[src/rtl/div_sequencer_pkg.sv]
// Shared definitions for the divide sequencer: opcodes, FSM state encoding,
// iteration count and small operand helpers.
package div_sequencer_pkg;

  // Divide/remainder opcodes; any other encoding is treated as illegal.
  typedef enum logic [2:0] {
    OP_DIV  = 3'd0,
    OP_DIVU = 3'd1,
    OP_MOD  = 3'd2,
    OP_MODU = 3'd3
  } opcode_t;

  // Sequencer states.
  typedef enum logic [2:0] {
    IDLE = 3'd0,
    PREP = 3'd1,
    ITER = 3'd2,
    FIX  = 3'd3,
    DONE = 3'd4
  } div_state_t;

  // One quotient bit per ITER cycle.
  localparam int DIV_ITERS = 32;

  // Signed opcodes take operand magnitudes and fix up signs afterwards.
  function automatic logic is_signed_op(input opcode_t op);
    return (op == OP_DIV) || (op == OP_MOD);
  endfunction

  // Two's-complement magnitude (modulo 2^32) when the operand is signed.
  function automatic logic [31:0] magnitude(input logic [31:0] x, input logic sgn);
    return (sgn && x[31]) ? (32'd0 - x) : x;
  endfunction

endpackage

[src/rtl/div_step.sv]
// One radix-2 restoring shift-subtract step. The next dividend bit is taken
// from the MSB of the quotient register, which shifts left as quotient bits
// are produced.
module div_step (
  input  logic [31:0] rem,
  input  logic [31:0] quo,
  input  logic [31:0] dvs,
  output logic [31:0] rem_next,
  output logic [31:0] quo_next
);

  logic [32:0] rem_shift;
  logic [32:0] diff;

  // Trial subtract; a borrow in bit 32 means restore the shifted remainder.
  always_comb begin
    rem_shift = {rem, quo[31]};
    diff      = rem_shift - {1'b0, dvs};
    if (diff[32]) begin
      rem_next = rem_shift[31:0];
      quo_next = {quo[30:0], 1'b0};
    end else begin
      rem_next = diff[31:0];
      quo_next = {quo[30:0], 1'b1};
    end
  end

endmodule

[src/rtl/div_sequencer.sv]
// Multi-cycle 32-bit divide/remainder sequencer.
// Flow: IDLE -> PREP -> ITER (32 cycles) -> FIX -> DONE.
// Optional macro DIV_EARLY_OUT_EN: PREP jumps straight to FIX when the divisor
// is zero or |dividend| < |divisor|.
//
// Handshakes: a transfer happens on a rising edge where valid and ready are
// both 1. The request side accepts only in IDLE with flush low; once
// resp_valid rises, resp_result/resp_dest hold until resp_ready is seen.
// flush or reset abandons any operation and returns to IDLE.
module div_sequencer
  import div_sequencer_pkg::*;
(
  input  logic        clk,
  input  logic        reset,
  input  logic        flush,
  input  logic        req_valid,
  output logic        req_ready,
  input  opcode_t     req_opcode,
  input  logic [31:0] req_src1,
  input  logic [31:0] req_src2,
  input  logic [4:0]  req_dest,
  output logic        resp_valid,
  input  logic        resp_ready,
  output logic [31:0] resp_result,
  output logic [4:0]  resp_dest,
  output div_state_t  dbg_state
);

  div_state_t  state_q, state_d;
  logic        accept;
  logic [5:0]  cnt_q;
  opcode_t     op_q;
  logic [31:0] src1_q, src2_q;
  logic [4:0]  dest_q;
  logic [31:0] quo_q, rem_q, dvs_q;
  logic        q_neg_q, r_neg_q;
  logic [31:0] result_q;

  logic        sgn;
  logic [31:0] mag1, mag2;
  logic        early_out;
  logic [31:0] rem_next, quo_next;
  logic [31:0] q_fix, r_fix, fix_result;

  assign req_ready   = (state_q == IDLE) && !reset;
  assign resp_valid  = (state_q == DONE) && !reset;
  assign resp_result = reset ? 32'd0 : result_q;
  assign resp_dest   = reset ? 5'd0 : dest_q;
  assign dbg_state   = reset ? IDLE : state_q;
  assign accept      = req_valid && req_ready && !flush;

  // Operand magnitudes and early-out decision, used during PREP.
  assign sgn  = is_signed_op(op_q);
  assign mag1 = magnitude(src1_q, sgn);
  assign mag2 = magnitude(src2_q, sgn);
`ifdef DIV_EARLY_OUT_EN
  assign early_out = (mag2 == 32'd0) || (mag1 < mag2);
`else
  assign early_out = 1'b0;
`endif

  div_step u_step (
    .rem      (rem_q),
    .quo      (quo_q),
    .dvs      (dvs_q),
    .rem_next (rem_next),
    .quo_next (quo_next)
  );

  // Sign fix-up, divide-by-zero override and result selection for FIX.
  always_comb begin
    q_fix = q_neg_q ? (32'd0 - quo_q) : quo_q;
    r_fix = r_neg_q ? (32'd0 - rem_q) : rem_q;
    if (src2_q == 32'd0) begin
      q_fix = 32'hFFFF_FFFF;
      r_fix = src1_q;
    end
    case (op_q)
      OP_DIV, OP_DIVU: fix_result = q_fix;
      OP_MOD, OP_MODU: fix_result = r_fix;
      default:         fix_result = 32'd0;
    endcase
  end

  // State register.
  always_ff @(posedge clk) begin
    if (reset) state_q <= IDLE;
    else       state_q <= state_d;
  end

  // Next-state logic; flush overrides every transition.
  always_comb begin
    state_d = state_q;
    case (state_q)
      IDLE:    if (accept) state_d = PREP;
      PREP:    state_d = early_out ? FIX : ITER;
      ITER:    if (cnt_q == 6'(DIV_ITERS - 1)) state_d = FIX;
      FIX:     state_d = DONE;
      DONE:    if (resp_ready) state_d = IDLE;
      default: state_d = IDLE;
    endcase
    if (flush) state_d = IDLE;
  end

  // Datapath: latch request, prepare magnitudes, iterate, then fix up.
  always_ff @(posedge clk) begin
    if (reset) begin
      cnt_q    <= 6'd0;
      op_q     <= OP_DIV;
      src1_q   <= 32'd0;
      src2_q   <= 32'd0;
      dest_q   <= 5'd0;
      quo_q    <= 32'd0;
      rem_q    <= 32'd0;
      dvs_q    <= 32'd0;
      q_neg_q  <= 1'b0;
      r_neg_q  <= 1'b0;
      result_q <= 32'd0;
    end else begin
      case (state_q)
        IDLE: begin
          if (accept) begin
            op_q   <= req_opcode;
            src1_q <= req_src1;
            src2_q <= req_src2;
            dest_q <= req_dest;
          end
        end
        PREP: begin
          quo_q   <= early_out ? 32'd0 : mag1;
          rem_q   <= early_out ? mag1 : 32'd0;
          dvs_q   <= mag2;
          q_neg_q <= sgn && (src1_q[31] ^ src2_q[31]);
          r_neg_q <= sgn && src1_q[31];
          cnt_q   <= 6'd0;
        end
        ITER: begin
          quo_q <= quo_next;
          rem_q <= rem_next;
          cnt_q <= cnt_q + 6'd1;
        end
        FIX: begin
          result_q <= fix_result;
          cnt_q    <= 6'd0;
        end
        default: ;
      endcase
    end
  end

endmodule
[config.mk]
export PLATFORM = sky130hd
export DESIGN_NAME = div_sequencer
export DESIGN_NICKNAME = d
export VERILOG_FILES = /design/src/rtl/div_sequencer_pkg.sv /design/src/rtl/div_step.sv /design/src/rtl/div_sequencer.sv
export SDC_FILE = /design/constraint.sdc
export NUM_CORES = 1
export LEC_CHECK = 0
export CORE_MARGIN = 4
export CORE_UTILIZATION = 30
export DETAILED_ROUTE_END_ITERATION = 10
export GPL_TIMING_DRIVEN = 0
export PLACE_DENSITY = 0.56
export REMOVE_ABC_BUFFERS = 1
export SYNTH_ARGS = -nofsm -noshare
export SYNTH_HDL_FRONTEND = slang
export SYNTH_SLANG_ARGS = --single-unit
export TNS_END_PERCENT = 20
[constraint.sdc]
create_clock -name clk -period 8.8 [get_ports clk]
set_clock_uncertainty 0.15 [all_clocks]
set_input_delay 1.76 -clock clk [delete_from_list [all_inputs] [get_ports clk]]
set_output_delay 1.76 -clock clk [all_outputs]
set_load 0.02 [all_outputs]
== Yosys cells after proc, flatten, opt, wreduce, memory -nomap -nowiden ==
Index checks and enable logic that the tools add are counted.
Storage, ports and cells
  output and inout bits: 42
  flip-flop bits (word level): 211
  logic and storage cells: 70
Operators by class
  $add $sub $neg: 6
  bitwise operators: 1
  reductions and logical operators: 21
  mux-type cells: 19
  eq/ne operators: 11
Operator list (count)
  two-way mux 32 bit: 8
  one-hot mux 32 bit (2 select lines): 3
  subtractor 1 x 32 -> 32 bit (first input constant): 4
  subtractor 33 x 32 -> 33 bit: 1
  logical NOT 32 bit: 1
  one-hot mux 3 bit (5 select lines): 1
  equality test 3 x 2 -> 1 bit (second input constant): 4
  two-way mux 3 bit: 4
  one-hot mux 6 bit (2 select lines): 1
  OR reduction 2 bit: 4
  logical AND 1 bit: 7
  adder 6 x 1 -> 6 bit (second input constant): 1
  equality test 3 x 1 -> 1 bit (second input constant): 2
  equality test 6 x 5 -> 1 bit (second input constant): 1
  logical NOT 3 bit: 2
  != test 2 bit (second input constant): 3
  two-way mux 5 bit: 1
  nonzero test 2 bit: 2
  equality test 3 bit (second input constant): 1
  AND reduction 3 bit: 1
  logical NOT 1 bit: 2
  AND reduction 2 bit: 1
  logical OR 1 bit: 1
  two-way mux 1 bit: 1
  bitwise XOR 1 bit: 1

== Logic depth before layout (Yosys ltp) ==
  depth in word-level cells: 6
  mapped depth: 15

== Hierarchy ==
Synthesis repeated with hierarchy kept, for this count alone.
Unflattened totals
  cell total of the unflattened synthesis: 1782
  area, all modules: 13756.9 um^2
By module, submodules not included
  div_sequencer: cells each 1446, area an instance 11159.5 um^2, sequential area each 4224.1 um^2, times used 1
  div_step: cells each 336, area an instance 2597.5 um^2, sequential area each 0.0 um^2, times used 1

== Worst setup path before layout ==
No wires, ideal clock.
  path kind: in2out
  start: input port reset
  end: output port req_ready
  required time: 6.890 ns
  stages: 5
  slack: 3.736 ns
  data arrival time: 3.154 ns
  path through: clkbuf_1 clkbuf_1 clkbuf_1 clkbuf_1 nor4_1
On the way
  longest elaborated chain between the ends: 2
RTL lines
  start, declared: RTL line div_sequencer.sv:14  | input logic reset,
  logical NOT 1 bit: RTL line div_sequencer.sv:45  | assign req_ready = (state_q == IDLE) && !reset;
  logical AND 1 bit: RTL line div_sequencer.sv:45
  end, declared: RTL line div_sequencer.sv:17  | output logic req_ready,
Every way passes these cells.

== Worst setup path after layout ==
  start: input port reset
  end: output port resp_result[18]
On the way
  longest elaborated chain between the ends: 1
RTL lines
  two-way mux 32 bit: RTL line div_sequencer.sv:47  | assign resp_result = reset ? 32'd0 : result_q;
  end, declared: RTL line div_sequencer.sv:24  | output logic [31:0] resp_result,
Every way passes these cells.

==> impl_results.md <==
- Fmax: 186 MHz
- Commonest non-fill, non-tap cell in the layout: nand2_1
- Initial antenna violation count: 0
- Residual DRC: 0
- First-pass detailed-route iteration total: 5
- Starting density of the core: 0.305
- TNS Setup: 0 ps
- Status: finished, final reports clean
- Worst min-delay path class: reg2reg
- Hold WS: 300 ps
- Worst Path Required: 6890 ps
- Synth Flop Type: dfxtp_1
- Cells after Synth: 1733
- CP arrival: 3460 ps
- Routed Antenna Nets: 0
- Worst R2R Path Depth: 12
- Number of synthesized flops with an enable pin: 0
- Synth Cell Area: 0.0131 sq mm
- Share of layout cells above drive strength 1: 0.0599
- Hold Crit Start: dest_q[3]$_SDFFE_PP0P_
- Fin. Hold Viols: 0
- Minimum clock period: 5370 ps
- Ports: 119
- Die Area: 0.0472 sq mm
- Via Count: 12400
- Die height: 217 microns
- CP max stage delay: 590 ps
- Hold Path Depth: 2
- Setup Buffers After CTS: 0
- Synthesized flop and latch total: 211
- Die width: 217 microns
- Syn avg cell area: 7.59 sq um
- Max-slew headroom: 0.170
- Gpl congestion: 0.886
- CP endpoint kind: output pin
- CP max-delay cell: clkdlybuf4s50_1
- Internal cell power: 1.84 mW
- Largest delay share family, worst path: buffers and inverters
- CTS Hold Bufs: 0
- RSZ-0062 raised after global routing: no
- Most frequent cells in the layout: nand2_1 (311), dfxtp_1 (211), a21oi_1 (179), clkdlybuf4s50_1 (117), o21ai_0 (107)
- Via-to-Cell Ratio: 5.18
- Worst-margin pin slew: 1240 ps
- Switching power: 0.761 mW
- Vias in the first global route: 11900
- Clk pin slew, worst setup/hold paths: 50 ps
- Max Slew Vio Count: 0
- FF-to-FF End: rem_q[23]$_SDFFE_PP0P_
- Non-filler cells, final: 2388
- WL final: 40.0 mm
- Layout overhead on the synthesized area: 20.1%
- ANT cells: 0
- Worst reg2reg setup slack: 5030 ps
- Final period util: 0.611
- Total CTS buffers: 27
- Core Rows: 76
- DP HPWL: 29.2 mm
- # resized after CTS: 0
- Sw frac: 0.293
- Leak: 5.77 nW
- Final net count: 1897
- Post-DP Area: 0.0149 sq mm
- Core area: 0.0432 sq mm
- Worst setup path class: in2out
- CTS tree: built
- Post-layout util: 0.366
- First-pass GRT wire length: 64.7 mm
- I/O Buffers: 118
- Comb power frac: 0.181
- Overflow after GRT: 0
- YS warnings: 0
- Max-cap violations: 0
- Setup WS post-layout: 3430 ps
- Clock root buffer: clkbuf_16
- Cells after DPL: 2338
- RR Startpoint: quo_q[31]$_SDFFE_PP0P_
- Crit-path cells: buf_8, buf_16, nor2b_1, clkdlybuf4s50_1
- Worst Hold End: dest_q[3]$_SDFFE_PP0P_
- Worst Path Max Fanout: 122
- Largest net degree at the start of global routing: 123
- Sequential cell area fraction in the yosys report: 0.321
- Setup Viol. Count Final: 0
- Clock power frac: 0.432
- Fin area: 0.0158 sq mm
- Critical path startpoint category: input port
- Pwr dens: 165 mW/mm^2
- Wire per inst: 16.8 microns
- H-Tree Depth: 1
- DP Worst Slack: 3380 ps
- Asr flop ratio synth: 0
- CTS Buffer Depth: 3
- Total track usage: 0.164
- DRT iter0 DRCs: 813
- Clk sinks: 211
- Synth unique cells: 80
- Overall Power: 2.60 mW
- Sequential Power Share: 0.386
- Max IR drop VDD: 0.129 mV
- Clock Latency Late Sink: 560 ps
- WP buf/inv: 3
-- cell families after synthesis --
family,Yosys count,synth area share
multiplexers,21,0.0160
AND/OR/NAND/NOR,631,0.228
XOR/XNOR,140,0.0933
buffers and inverters,172,0.0527
AO/OA/AOI/OAI,520,0.252
adder cells (fa/ha/maj),38,0.0367
flip-flops,211,0.321
-- state kept, by name, summed over array words and instances, names as in the netlist --
register and flops:
op_q 3, state_q 3, q_neg_q 1, dvs_q 32, src1_q 32, quo_q 32
rem_q 32, result_q 32, src2_q 32, r_neg_q 1, cnt_q 6, dest_q 5
-- layout make-up --
class / count / area [sq um]
tap: 585 / 732
fill: 4572 / 27400
timing repair buffer: 134 / 1440
clock inverter: 13 / 131
multi-input combinational: 1350 / 8280
inverter: 58 / 218
clock buffer: 37 / 773
sequential: 211 / 4220
-- worst reg2reg max path, stage by stage (launching register included) --
cell      delay (ps)
dfxtp_1          300
inv_1            150
ha_1             280
fa_1             390
nor2b_1          270
o2111a_1         270
o211ai_1         110
nand2_1          150
nand4b_1         200
a21oi_1          240
nor2_4           700
nand2_1          260
o21ai_0          230
-- worst max-delay path by stage --
stage                             from  slack, ps                endpoint  cells after the start
2_1_floorplan  state_q[0]$_SDFFE_PP0P_       3220  quo_q[31]$_SDFFE_PP0P_                      4
3_3_place_gp                     reset      -4100  src2_q[4]$_SDFFE_PP0P_                      6
3_5_place_dp                     reset       3380         resp_result[21]                      4
4_1_cts                          reset       3380         resp_result[21]                      4
5_1_grt                          reset       3310         resp_result[21]                      4
6_report                         reset       3430         resp_result[18]                      4
-- cell usage after synthesis, drive strengths merged, types with 6 or more instances --
| cell type | instances | area (sq um) |
|---|---|---|
| nand2 | 311 | 1170 |
| a21oi | 179 | 896 |
| a211oi | 33 | 248 |
| o41ai | 16 | 155 |
| nor2 | 101 | 382 |
| xor2 | 67 | 587 |
| a22o | 7 | 61.3 |
| inv | 57 | 214 |
| dfxtp | 211 | 4220 |
| o21ai | 115 | 576 |
| o31ai | 22 | 194 |
| a31oi | 9 | 56.3 |
| ha | 37 | 463 |
| mux2i | 21 | 210 |
| nand4 | 11 | 68.8 |
| a21o | 17 | 128 |
| a32oi | 7 | 61.3 |
| xnor2 | 73 | 639 |
| or2 | 7 | 46.3 |
| nor2b | 47 | 294 |
| and3 | 11 | 68.8 |
| buf | 22 | 124 |
| and2 | 8 | 50.1 |
| or3 | 24 | 150 |
| o211ai | 16 | 120 |
| nand2b | 7 | 43.8 |
| a22oi | 34 | 255 |
| o22ai | 10 | 62.6 |
| nand3 | 25 | 130 |
| nor3 | 25 | 125 |
| clkbuf | 91 | 342 |
| or4 | 17 | 150 |
| nor4 | 12 | 105 |
| o21a | 6 | 45.0 |
| a311oi | 11 | 96.3 |
-- power by group through the flow --
stage,Combinational [mW],Sequential [mW],Clock [mW]
CTS,0.472,1.01,1.15
finish,0.472,1.01,1.12
global placement,0.455,1.03,0
floorplan,0.300,1.02,0
detailed placement,0.470,1.03,0
global route,0.521,1.01,1.19
-- routing by layer --
layer	wire, microns	share of wire	vias up	track usage
met5	0	0	-	0
met4	1130	0.028	0	0.0475
met3	1960	0.049	71	0.0253
met2	17700	0.44	300	0.263
met1	19200	0.48	5747	0.229
li1	-	-	6252	-
No activity file was read; power rests on OpenSTA's default activity.
